**config.mk**
```make
export PLATFORM = sky130hd
export DESIGN_NAME = pp_seq_accumulator_flat
export DESIGN_NICKNAME = d
export VERILOG_FILES = /design/src/rtl/pp_seq_accumulator_if.sv /design/src/rtl/pp_seq_accumulator.sv /design/src/flat_wrapper.sv
export SDC_FILE = /design/constraint.sdc
export NUM_CORES = 1
export LEC_CHECK = 0
export CORE_MARGIN = 4
export CORE_UTILIZATION = 47
export DETAILED_ROUTE_END_ITERATION = 10
export PLACE_DENSITY = 0.76
export SKIP_CTS_REPAIR_TIMING = 1
export SLEW_MARGIN = 20
export SYNTH_ARGS = -nofsm -noshare
export SYNTH_HDL_FRONTEND = slang
export SYNTH_SLANG_ARGS = --single-unit
```
**constraint.sdc**
```tcl
create_clock -name clk -period 4.2 [get_ports clk]
set_input_delay 0.42 -clock clk [delete_from_list [all_inputs] [get_ports clk]]
set_output_delay 0.42 -clock clk [all_outputs]
set_load 0.03 [all_outputs]
```
**src/rtl/pp_seq_accumulator_if.sv**
```systemverilog
// Handshake bundle between the partial-product generator, the sequential accumulator
// and the multiplier result register.
interface pp_seq_accumulator_if #(
  parameter int unsigned N = 8
);
  localparam int unsigned PPW  = 2 * N - 1;
  localparam int unsigned OUTW = 2 * N;

  logic [N*PPW-1:0] pp_flat;
  logic             in_valid;
  logic             in_ready;
  logic [OUTW-1:0]  product;
  logic             out_valid;
  logic             out_ready;
  logic             busy;

  // Producer side: offers partial-product sets and consumes the product.
  modport master (
    output pp_flat, in_valid, out_ready,
    input  in_ready, product, out_valid, busy
  );

  // Accumulator side.
  modport slave (
    input  pp_flat, in_valid, out_ready,
    output in_ready, product, out_valid, busy
  );
endinterface

```
**src/rtl/pp_seq_accumulator.sv**
```systemverilog
// Sequential reduction of N partial products into a 2N-bit product under valid/ready.
// Optional macro PP_ACC_DUAL_EN adds two partial products per cycle (N must be even).
module pp_seq_accumulator #(
  parameter int unsigned N = 8
) (
  input  logic                 clk,
  input  logic                 rst,
  pp_seq_accumulator_if.slave  bus
);
  localparam int unsigned PPW  = 2 * N - 1;
  localparam int unsigned OUTW = 2 * N;
  localparam int unsigned CW   = (N > 1) ? $clog2(N) : 1;

  if (N < 2) begin : g_bad_n
    $error("pp_seq_accumulator: N must be >= 2");
  end

`ifdef PP_ACC_DUAL_EN
  if ((N % 2) != 0) begin : g_odd_n
    $error("pp_seq_accumulator: PP_ACC_DUAL_EN requires even N");
  end
  localparam logic [CW-1:0] LAST = CW'(N / 2 - 1);
`else
  localparam logic [CW-1:0] LAST = CW'(N - 1);
`endif

  typedef enum logic [1:0] {
    S_IDLE  = 2'd0,
    S_ACCUM = 2'd1,
    S_DONE  = 2'd2
  } state_e;

  state_e              state_q, state_d;
  logic [CW-1:0]       cnt_q, cnt_d;
  logic [OUTW-1:0]     acc_q, acc_d;
  logic [OUTW-1:0]     product_q, product_d;
  logic                out_valid_q, out_valid_d;
  logic                in_ready_q, in_ready_d;
  logic                busy_q, busy_d;
  logic [PPW-1:0]      pp_q [N];
  logic [PPW-1:0]      pp_d [N];
  logic [OUTW-1:0]     sum_c;

  // Adder: one or two zero-extended slices per cycle.
`ifdef PP_ACC_DUAL_EN
  logic [CW-1:0] lo_idx_c, hi_idx_c;
  assign lo_idx_c = CW'({cnt_q, 1'b0});
  assign hi_idx_c = CW'({cnt_q, 1'b1});
  assign sum_c    = acc_q + OUTW'(pp_q[lo_idx_c]) + OUTW'(pp_q[hi_idx_c]);
`else
  assign sum_c    = acc_q + OUTW'(pp_q[cnt_q]);
`endif

  always_ff @(posedge clk) begin
    if (rst) begin
      state_q     <= S_IDLE;
      cnt_q       <= '0;
      acc_q       <= '0;
      product_q   <= '0;
      out_valid_q <= 1'b0;
      in_ready_q  <= 1'b1;
      busy_q      <= 1'b0;
      for (int unsigned k = 0; k < N; k++) pp_q[k] <= '0;
    end else begin
      state_q     <= state_d;
      cnt_q       <= cnt_d;
      acc_q       <= acc_d;
      product_q   <= product_d;
      out_valid_q <= out_valid_d;
      in_ready_q  <= in_ready_d;
      busy_q      <= busy_d;
      for (int unsigned k = 0; k < N; k++) pp_q[k] <= pp_d[k];
    end
  end

  // Next state; outputs are computed for the next cycle so they leave as flops.
  always_comb begin
    state_d     = state_q;
    cnt_d       = cnt_q;
    acc_d       = acc_q;
    product_d   = product_q;
    out_valid_d = out_valid_q;
    in_ready_d  = in_ready_q;
    busy_d      = busy_q;
    for (int unsigned k = 0; k < N; k++) pp_d[k] = pp_q[k];

    unique case (state_q)
      S_IDLE: begin
        if (bus.in_valid && in_ready_q) begin
          for (int unsigned k = 0; k < N; k++) pp_d[k] = bus.pp_flat[k*PPW +: PPW];
          acc_d      = '0;
          cnt_d      = '0;
          state_d    = S_ACCUM;
          in_ready_d = 1'b0;
          busy_d     = 1'b1;
        end
      end
      S_ACCUM: begin
        acc_d = sum_c;
        cnt_d = cnt_q + CW'(1);
        if (cnt_q == LAST) begin
          state_d     = S_DONE;
          busy_d      = 1'b0;
          out_valid_d = 1'b1;
          product_d   = sum_c;
        end
      end
      S_DONE: begin
        if (bus.out_ready) begin
          state_d     = S_IDLE;
          out_valid_d = 1'b0;
          in_ready_d  = 1'b1;
        end
      end
      default: begin
        state_d     = S_IDLE;
        out_valid_d = 1'b0;
        in_ready_d  = 1'b1;
        busy_d      = 1'b0;
      end
    endcase
  end

  assign bus.in_ready  = in_ready_q;
  assign bus.product   = product_q;
  assign bus.out_valid = out_valid_q;
  assign bus.busy      = busy_q;
endmodule
```
**src/flat_wrapper.sv**
```systemverilog
// flat-port wrapper written by rule: the top's interface ports become plain ports
module pp_seq_accumulator_flat 
#(
  parameter int unsigned N = 8
)
  (clk, rst, bus_pp_flat, bus_in_valid, bus_out_ready, bus_in_ready, bus_product, bus_out_valid, bus_busy);
  pp_seq_accumulator_if #(.N(N)) bus_i ();
  input  logic clk;
  input  logic rst;
  input wire logic [$bits(bus_i.pp_flat)-1:0] bus_pp_flat;
  input wire logic [$bits(bus_i.in_valid)-1:0] bus_in_valid;
  input wire logic [$bits(bus_i.out_ready)-1:0] bus_out_ready;
  output wire logic [$bits(bus_i.in_ready)-1:0] bus_in_ready;
  output wire logic [$bits(bus_i.product)-1:0] bus_product;
  output wire logic [$bits(bus_i.out_valid)-1:0] bus_out_valid;
  output wire logic [$bits(bus_i.busy)-1:0] bus_busy;
  assign bus_i.pp_flat = bus_pp_flat;
  assign bus_i.in_valid = bus_in_valid;
  assign bus_i.out_ready = bus_out_ready;
  assign bus_in_ready = bus_i.in_ready;
  assign bus_product = bus_i.product;
  assign bus_out_valid = bus_i.out_valid;
  assign bus_busy = bus_i.busy;
  pp_seq_accumulator #(.N(N)) u_core (.clk(clk), .rst(rst), .bus(bus_i));
endmodule
```
==> reports/metrics.csv, run 1 <==
stage;metric;value;unit
global_route;maximum number of pins on one net before global-route repair;80;
floorplanning;Die Footprint;18060;um^2
logic_synthesis;cell type with the largest total area after synthesis;edfxtp_1;
placement;gp weighted congestion;0.8745;
clock_network;root cell of the clock tree;clkbuf_16;
drt;number of antenna-violating nets in the routed design;0;
worst_setup_path;worst reg-to-reg setup slack;0.57;ns
worst_setup_path;data arrival time of the critical path;3.96;ns
final_layout;final-stage net count;851;
clock_network;CTS H-tree depth;4;
timing;setup ws final;0.5668;ns
drt;average routed wire per standard cell;17.68;um
worst_setup_path;count of cells along the worst register-to-register path;10;
worst_setup_path;delay contributed by the slowest stage of the critical path;0.63;ns
worst_setup_path;type of element capturing the critical path;register;
run_status;outcome;finished clean;
clock_network;number of buffers on the longest clock path;2;
drt;routed wire length;16.46;mm
final_layout;proportion of layout cells with a drive suffix above 1;12.78;%
timing;Setup Viol. Count Final;0;
floorplanning;Core Area;15430;um^2
timing;Fin Setup TNS;0;ns
logic_synthesis;sequential fraction of the synthesis area;59.46;%
timing;max frequency;275.2;MHz
final_layout;Area Overhead vs Synth;29.08;%
final_layout;number of antenna repair diodes;0;
logic_synthesis;main area contributors after synthesis;edfxtp_1, dfxtp_1, mux4_2;
global_route;most congested layer reported by global routing;met2;
logic_synthesis;most frequent cells after synthesis;edfxtp_1, and2_1, dfxtp_1;
logic_synthesis;Post-synth ARST share;0;%
placement;number of port buffers;142;
clock_network;clock-pin slew on the worst setup and hold paths;0.06;ns
global_route;met2 track demand over resource in global routing;30.14;%
min_path;kind of path behind the tightest hold check;register to register;
global_route;routing usage on met1;25.33;%
final_layout;footprint of the flip-flops and latches;4466;um^2
logic_synthesis;Post-Synthesis Mean Instance Area;13.20;um^2
timing;remaining max-slew budget at the tightest pin;49.82;%
worst_setup_path;last element of the critical path;u_core.bus.product[14];
drt;drt pass-1 iters;5;
clock_network;clock buffer count from CTS;17;
worst_setup_path;maximum fanout along the worst path;14;
logic_synthesis;most used standard cell by instance count after synthesis;edfxtp_1;
logic_synthesis;dominant synthesized flop cell;edfxtp_1;
worst_setup_path;critical path type;register to register;
drt;average via count per standard cell;5.247;
timing;worst setup skew after layout;0.006140;ns
floorplanning;initial standard-cell utilization of the core;48.67;%
logic_synthesis;number of distinct library cell variants in the gate-level netlist after synthesis;48;
global_route;Congestion Overflow GR;0;
placement;pre-CTS setup slack;0.5470;ns
worst_setup_path;required time of the worst setup path;4.53;ns
power_and_ir_drop;total power divided by cell area;395.4;nW/um^2
global_route;total track usage;18.98;%
timing;transition time at the pin with the least slew margin;0.7500;ns
drt;Vias;4885;
clock_network;Skew-Pair Late Insertion Delay;0.42;ns
worst_setup_path;reg-to-reg critical path endpoint;u_core.bus.product[14];
floorplanning;I/O pins;143;
timing;final number of max-transition violations;0;
floorplanning;Die Wd;134.4;um
worst_setup_path;critical path startpoint category;register;
logic_synthesis;Post-synth EDFFs;120;
logic_synthesis;area of the mapped netlist;7508;um^2
floorplanning;number of placement rows;45;
floorplanning;die height;134.4;um
worst_setup_path;cell seen most often among critical-path stages;a211oi_1;
drt;DR iter-0 viols;282;
logic_synthesis;number of warning messages in the yosys log;0;
logic_synthesis;flops & latches, synth;163;
worst_setup_path;list of cells traversed by the critical path;mux4_2, mux2_2, ha_1, fa_1, a211oi_1, o21bai_1, o31ai_2, a31oi_1, xnor2_1, a211oi_1;
logic_synthesis;number of instances in the synthesized netlist;569;
final_layout;area of the multi-input gates;2925;um^2
timing;count of endpoints failing hold in the final timing report;0;
final_layout;number of inserted filler cells in the final layout;1197;
job;max-cap viol count;0;
worst_setup_path;highest-delay cell along the critical path;dfxtp_2;
global_route;GR met3 Demand/Resource;4.201;%
final_layout;end-of-flow core utilization;62.82;%
power_and_ir_drop;peak supply drop;0.0002511;V
clock_network;TritonCTS clock tree;done;
global_route;first-pass GRT wire length;26.28;mm
global_route;initial antenna violation count;0;
timing;period utilisation layout;86.50;%
logic_synthesis;syn nets;711;
clock_network;# clock sinks;163;
placement;half-perimeter wire length after placement;12.24;mm
timing;clock period minus final worst setup slack;3.633;ns
power_and_ir_drop;Lkg Pwr;0.003551;uW
global_route;vias in the first global route;5114;
timing;unrepaired setup endpoints after global routing;no;
logic_synthesis;area share of the largest cell type after synthesis;47.99;%
drt;drt drc;0;
-- per-stage QoR --
stage	instances	total power (uW)	instance area, um^2	hold slack, ns
finish	931	3832	9692	0.4577
global route	931	3977	9692	0.4872
CTS	931	3858	9692	0.4577
detailed placement	901	2474	9170	0.4492
global placement	901	2460	9170	0.4426
floorplan	569	2247	7511	0.4291
-- worst max-delay path: cells and delay by family (launching register included) --
family	cells	cell delay, ns
DFF	1	0.63
adders and majority gates	2	0.69
xor gates and xnor gates	1	0.17
AOI/OAI and AO/OA	5	1.22
muxes	2	0.83
-- cell type report --
type | instances | share of cell area [%]
Sequential cell | 163 | 46.08
Multi-Input combinational cell | 372 | 30.18
Timing Repair Buffer | 152 | 15.52
Clock buffer | 18 | 4.428
Tap cell | 211 | 2.724
Clock inverter | 12 | 0.9553
Inverter | 3 | 0.1162
-- state kept, by name, summed over array words and instances (netlist names), named ones only --
register / cells
u_core.cnt_q: 3
u_core.bus.in_ready: 1
u_core.pp_q: 120
u_core.state_q: 2
u_core.acc_q: 16
u_core.bus.busy: 1
u_core.bus.out_valid: 1
u_core.bus.product: 16
-- placed cells by master (no fill, tap or decap), types with 6 or more instances in the layout --
cell and instances:
clkdlybuf4s50_1 141, edfxtp_1 120, and2_1 91, dfxtp_1 42, nand2_1 34, nor2b_1 33, mux4_2 30, a21oi_1 29
nor2_1 24, ha_1 17, clkbuf_16 17, mux2_2 15, o21ai_0 14, buf_4 9, a22oi_1 8, xnor2_1 7
o21ai_1 6, a211oi_1 6
-- report_power, final --
group,leakage [uW],switching [uW],internal [uW]
clock,0.000256,594,798
combinational,0.00167,246,283
sequential,0.00163,47.3,1860
total,0.00355,887,2950
-- cell families after synthesis --
kind of cell    count (synthesis)  synth area share [%]
simple gates                  209                 15.48
flops                         163                 59.46
compound gates                 86                 7.249
mux                            47                 11.53
buf+inv                        34                 1.783
fa+ha+maj                      18                 3.099
xor+xnor                       12                 1.400
-- worst min-delay path by stage --
| stage | start | end | slack [ns] | depth (start not counted) |
|---|---|---|---|---|
| 3_5_place_dp | u_core.acc_q[9] | u_core.acc_q[9] | 0.45 | 2 |
| 4_1_cts | u_core.acc_q[9] | u_core.acc_q[9] | 0.46 | 2 |
| 6_report | u_core.bus.product[4] | u_core.bus.product[4] | 0.46 | 2 |
| 3_3_place_gp | u_core.acc_q[9] | u_core.acc_q[9] | 0.44 | 2 |
| 5_1_grt | rst | u_core.acc_q[0] | 0.49 | 2 |
| 2_1_floorplan | u_core.acc_q[12] | u_core.acc_q[12] | 0.43 | 2 |
-- routing by layer --
layer | wire length, um | vias to the layer above
li1 | - | 2362
met1 | 7280 | 2329
met2 | 7857 | 163
met3 | 841 | 31
met4 | 483 | 0
met5 | 0 | -
No activity file was read; power rests on OpenSTA's default activity.
==> inputs of run 2 (changes only) <==
Settings changed: CORE_UTILIZATION 47 to 55, GPL_TIMING_DRIVEN set to 0, PLACE_DENSITY 0.76 to 0.84.
Clock period 4.2 ns to 4.6 ns, I/O delays scaled along.
==> run 2 against run 1 <==
Global-route usage up 5.3 points. Power shrank 2.1%. Clock skew increased by 0.0052 ns. Final cell count shrank 1.2%. Core utilization rose by 11 points. Maximum frequency shrank 12%. Die area fell by 14%.
==> reports/metrics.csv, run 2 (synthesis gave the netlist of run 1 again) <==
stage;metric;value;unit
floorplanning;Die Footprint;15590;um^2
final_layout;final standard cell count with taps included and fillers excluded;920;
timing;Fin Setup TNS;0;ns
clock_network;# clock sinks;163;
timing;transition time at the pin with the least slew margin;0.8955;ns
timing;remaining max-slew budget at the tightest pin;40.08;%
worst_setup_path;required time of the worst setup path;4.88;ns
worst_setup_path;type of element capturing the critical path;register;
power_and_ir_drop;Lkg Pwr;0.003612;uW
final_layout;most frequent standard cell in the layout excluding fill and tap cells;clkdlybuf4s50_1;
global_route;maximum number of pins on one net before global-route repair;64;
drt;Vias;5247;
floorplanning;I/O pins;143;
drt;drt drc;0;
clock_network;CTS H-tree depth;4;
worst_setup_path;critical path startpoint category;register;
final_layout;number of antenna repair diodes;0;
global_route;first-pass GRT wire length;29.47;mm
global_route;Congestion Overflow GR;0;
timing;final number of max-transition violations;0;
job;max-cap viol count;0;
global_route;initial antenna violation count;0;
drt;routed wire length;18.69;mm
clock_network;TritonCTS clock tree;done;
worst_setup_path;critical path type;register to register;
timing;count of endpoints failing hold in the final timing report;0;
run_status;outcome;finished clean;
placement;number of port buffers;142;
final_layout;Area Overhead vs Synth;30.58;%
drt;number of antenna-violating nets in the routed design;0;
clock_network;clock buffer count from CTS;17;
timing;max frequency;241.6;MHz
final_layout;most frequent cells in the layout;clkdlybuf4s50_1, edfxtp_1, and2_1;
clock_network;clock-pin slew on the worst setup and hold paths;0.07;ns
timing;period utilisation layout;89.97;%
placement;Post-Place Cells;888;
floorplanning;Core Area;13300;um^2
worst_setup_path;data arrival time of the critical path;4.42;ns
floorplanning;die height;124.8;um
timing;unrepaired setup endpoints after global routing;no;
final_layout;number of flip-flops in the largest register;120;
clock_network;root cell of the clock tree;clkbuf_16;
worst_setup_path;maximum fanout along the worst path;10;
final_layout;final-stage net count;873;
floorplanning;number of placement rows;42;
drt;DR iter-0 viols;510;
min_path;kind of path behind the tightest hold check;register to register;
power_and_ir_drop;total power divided by cell area;382.8;nW/um^2
global_route;vias in the first global route;5621;
final_layout;proportion of layout cells with a drive suffix above 1;11.96;%
floorplanning;initial standard-cell utilization of the core;56.47;%
drt;drt pass-1 iters;5;
placement;half-perimeter wire length after placement;13.13;mm
timing;Setup Viol. Count Final;0;
clock_network;Skew-Pair Late Insertion Delay;0.42;ns
placement;gp weighted congestion;0.9337;
timing;clock period minus final worst setup slack;4.139;ns
floorplanning;Die Wd;124.8;um
power_and_ir_drop;peak supply drop;0.0002699;V
clock_network;number of buffers on the longest clock path;2;
final_layout;Reg with most FFs;u_core.pp_q;
global_route;total track usage;24.30;%
drt;average via count per standard cell;5.703;
drt;average routed wire per standard cell;20.32;um
timing;worst setup skew after layout;0.01135;ns
-- run 2: cell types whose count changed in the layout (fill, tap and decap cells not counted), moves of 3 or more --
cell / previous run / this run
clkbuf_1: 1 / 26
inv_6: 1 / 5
clkinv_2: 5 / 1
buf_4: 9 / 0
buf_2: 1 / 5
inv_8: 0 / 3
-- run 2: report_power, final --
| group | internal [uW] | total [uW] | switching [uW] | leakage [uW] |
|---|---|---|---|---|
| logic | 261 | 517 | 256 | 0.00168 |
| clock network | 876 | 1500 | 621 | 0.000306 |
| registers | 1700 | 1740 | 39.5 | 0.00163 |
-- run 2: critical path, cell delays in order (launching register included) --
cell and delay [ns]:
dfxtp_1 0.35, clkbuf_1 0.60, mux4_2 0.44, mux2_2 0.29
ha_1 0.23, fa_1 0.46, a211oi_1 0.32, o21bai_1 0.19
o31ai_2 0.44, a21oi_1 0.18, xnor2_1 0.37, o21ai_0 0.14
-- run 2: final cells by class --
| cell class | count | area [um^2] |
|---|---|---|
| Inverter | 3 | 11.26 |
| Buffer | 31 | 122.6 |
| Multi-Input combinational cell | 372 | 2918 |
| Sequential cell | 163 | 4464 |
| Clock inverter | 14 | 190.2 |
| Timing Repair Buffer | 143 | 1449 |
| Fill cell | 841 | 3491 |
| Tap cell | 176 | 220.2 |
| Clock buffer | 18 | 429.2 |
-- run 2: worst paths after layout --
check                  start                to  slack, ns  cells past startpoint
max reg2reg         register  u_core.acc_q[10]       0.46                     11
min          u_core.acc_q[7]   u_core.acc_q[7]       0.46                      2
max                 register  u_core.acc_q[10]       0.46                     11
min reg2reg  u_core.acc_q[7]   u_core.acc_q[7]       0.46                      2
-- run 2: stage by stage --
step	hold WS (ns)	util, %	setup slack (ns)	power, uW	cell area, um^2
after floorplan	0.4291	-	0.1862	2056	7508
after global placement	0.4403	68.82	-1.635	2252	9150
after detailed placement	0.4513	69.09	0.6917	2270	9185
after CTS	0.4607	73.74	0.5949	3747	9804
after global routing	0.4846	73.74	0.3786	3861	9804
final	0.4634	73.74	0.4612	3753	9804
-- run 2: per-layer routing --
layer	wire [um]	GRT usage (%)	up-vias
met4	449	8.482	0
met1	7358	30.74	2513
met3	1518	5.317	42
met5	0	0	-
met2	9364	41.54	287
li1	-	-	2405
==> inputs of run 3 (changes only) <==
Settings changed: GPL_TIMING_DRIVEN 0 to not set.
==> run 3 against run 2 <==
Final cell count fell by 2.7%. Worst hold slack got worse by 0.0095 ns. Clock skew fell by 0.0034 ns. First-iteration DRC count fell by 7.1%. Core utilization fell by 0.96 points.
==> reports/metrics.csv, run 3 (synthesis gave the netlist of run 1 again) <==
stage;metric;value;unit
power_and_ir_drop;Lkg Pwr;0.003557;uW
clock_network;clock buffer count from CTS;17;
final_layout;end-of-flow core utilization;72.78;%
clock_network;TritonCTS clock tree;done;
drt;DR iter-0 viols;474;
timing;Fin Setup TNS;0;ns
placement;half-perimeter wire length after placement;11.96;mm
worst_setup_path;worst reg-to-reg setup slack;1.07;ns
power_and_ir_drop;total power divided by cell area;374.5;nW/um^2
placement;number of port buffers;142;
timing;max frequency;283.4;MHz
global_route;first-pass GRT wire length;26.80;mm
floorplanning;Die Wd;124.8;um
drt;drt pass-1 iters;5;
power_and_ir_drop;Power, Total;3624;uW
timing;worst setup skew after layout;0.007927;ns
drt;Vias;5040;
timing;remaining max-slew budget at the tightest pin;48.87;%
global_route;maximum number of pins on one net before global-route repair;67;
min_path;kind of path behind the tightest hold check;register to register;
global_route;Congestion Overflow GR;0;
worst_setup_path;number of logic stages on the critical path including buffering;10;
placement;gp weighted congestion;0.9096;
timing;Setup Viol. Count Final;0;
timing;count of endpoints failing hold in the final timing report;0;
final_layout;most frequent standard cell in the layout excluding fill and tap cells;clkdlybuf4s50_1;
global_route;initial antenna violation count;0;
global_route;vias in the first global route;5190;
power_and_ir_drop;peak supply drop;0.0002487;V
clock_network;clock-pin slew on the worst setup and hold paths;0.07;ns
clock_network;# clock sinks;163;
final_layout;final standard cell count with taps included and fillers excluded;895;
timing;transition time at the pin with the least slew margin;0.7658;ns
clock_network;number of buffers on the longest clock path;2;
timing;unrepaired setup endpoints after global routing;no;
drt;average routed wire per standard cell;19.21;um
placement;instance area after placement;9099;um^2
worst_setup_path;number of buffers and inverters on the critical path;1;
worst_setup_path;maximum fanout along the worst path;16;
final_layout;post-route cell area;9677;um^2
final_layout;number of flip-flops in the largest register;120;
floorplanning;Core Area;13300;um^2
worst_setup_path;data arrival time of the critical path;3.85;ns
worst_setup_path;critical path's top delay family;multiplexers;
worst_setup_path;delay contributed by the slowest stage of the critical path;0.61;ns
worst_setup_path;list of cells traversed by the critical path;buf_4, mux4_2, mux2_2, ha_1, and2_4, a221o_1, o21ai_1, a21oi_1, or3_1, o311ai_1;
clock_network;Skew-Pair Late Insertion Delay;0.42;ns
floorplanning;number of placement rows;42;
drt;number of antenna-violating nets in the routed design;0;
job;max-cap viol count;0;
global_route;total track usage;22.05;%
worst_setup_path;last element of the critical path;u_core.acc_q[13];
floorplanning;initial standard-cell utilization of the core;56.47;%
final_layout;number of antenna repair diodes;0;
timing;period utilisation layout;76.70;%
final_layout;final-stage net count;849;
floorplanning;I/O pins;143;
drt;routed wire length;17.19;mm
worst_setup_path;required time of the worst setup path;4.92;ns
worst_setup_path;critical path type;register to register;
final_layout;Area Overhead vs Synth;28.88;%
final_layout;most frequent cells in the layout;clkdlybuf4s50_1, edfxtp_1, and2_1;
worst_setup_path;reg-to-reg critical path endpoint;u_core.acc_q[13];
run_status;outcome;finished clean;
floorplanning;Die Footprint;15590;um^2
floorplanning;die height;124.8;um
timing;clock period minus final worst setup slack;3.528;ns
worst_setup_path;critical path startpoint category;register;
placement;Post-Place Cells;864;
final_layout;Reg with most FFs;u_core.pp_q;
timing;final number of max-transition violations;0;
drt;average via count per standard cell;5.631;
worst_setup_path;type of element capturing the critical path;register;
min_path;number of stages on the worst hold path;2;
clock_network;root cell of the clock tree;clkbuf_16;
drt;drt drc;0;
worst_setup_path;highest-delay cell along the critical path;mux4_2;
final_layout;proportion of layout cells with a drive suffix above 1;12.93;%
clock_network;CTS H-tree depth;4;
worst_setup_path;count of cells along the worst register-to-register path;10;
run 3: metal layers:
metal	GRT usage [%]	routed length (um)	vias up	part of all wire, %
met5	0	0	-	0
met4	7.334	334	0	1.9
met3	4.760	1090	29	6.3
met2	36.07	8331	214	48
met1	29.59	7434	2439	43
li1	-	-	2358	-
run 3: tightest hold or removal path, delay by kind of cell (launching register included):
family,cells,cell delay (ns)
AO/OA/AOI/OAI,1,0.05
flip-flops,1,0.31
AND/OR/NAND/NOR,1,0.05
run 3: cell type report:
cell class	count	area (um^2)
Multi-Input combinational cell	372	2925
Sequential cell	163	4466
Timing Repair Buffer	150	1476
Tap cell	176	220.2
Clock buffer	17	425.4
Fill cell	839	3618
Clock inverter	14	152.6
Inverter	3	11.26
run 3: worst min-delay path by stage:
stage | start | endpoint | slack (ns)
2_1_floorplan | u_core.acc_q[12] | u_core.acc_q[12] | 0.43
3_3_place_gp | u_core.bus.product[6] | u_core.bus.product[6] | 0.44
3_5_place_dp | u_core.bus.product[3] | u_core.bus.product[3] | 0.45
4_1_cts | u_core.bus.product[3] | u_core.bus.product[3] | 0.46
5_1_grt | u_core.bus.product[3] | u_core.bus.product[3] | 0.49
6_report | u_core.bus.product[3] | u_core.bus.product[3] | 0.45
run 3: metrics by stage:
stage                     hold WS, ns  worst slack (ns)
after floorplan                0.4291            0.1862
after global placement         0.4442             1.188
after detailed placement       0.4483             1.123
after CTS                      0.4571             1.062
after global routing           0.4865            0.8668
final                          0.4539             1.072
run 3: report_power, final:
group          total [uW]  switching [uW]  internal (uW)
clock                1390             583            804
sequential           1750            44.6           1700
combinational         490             234            257
total                3620             862           2760
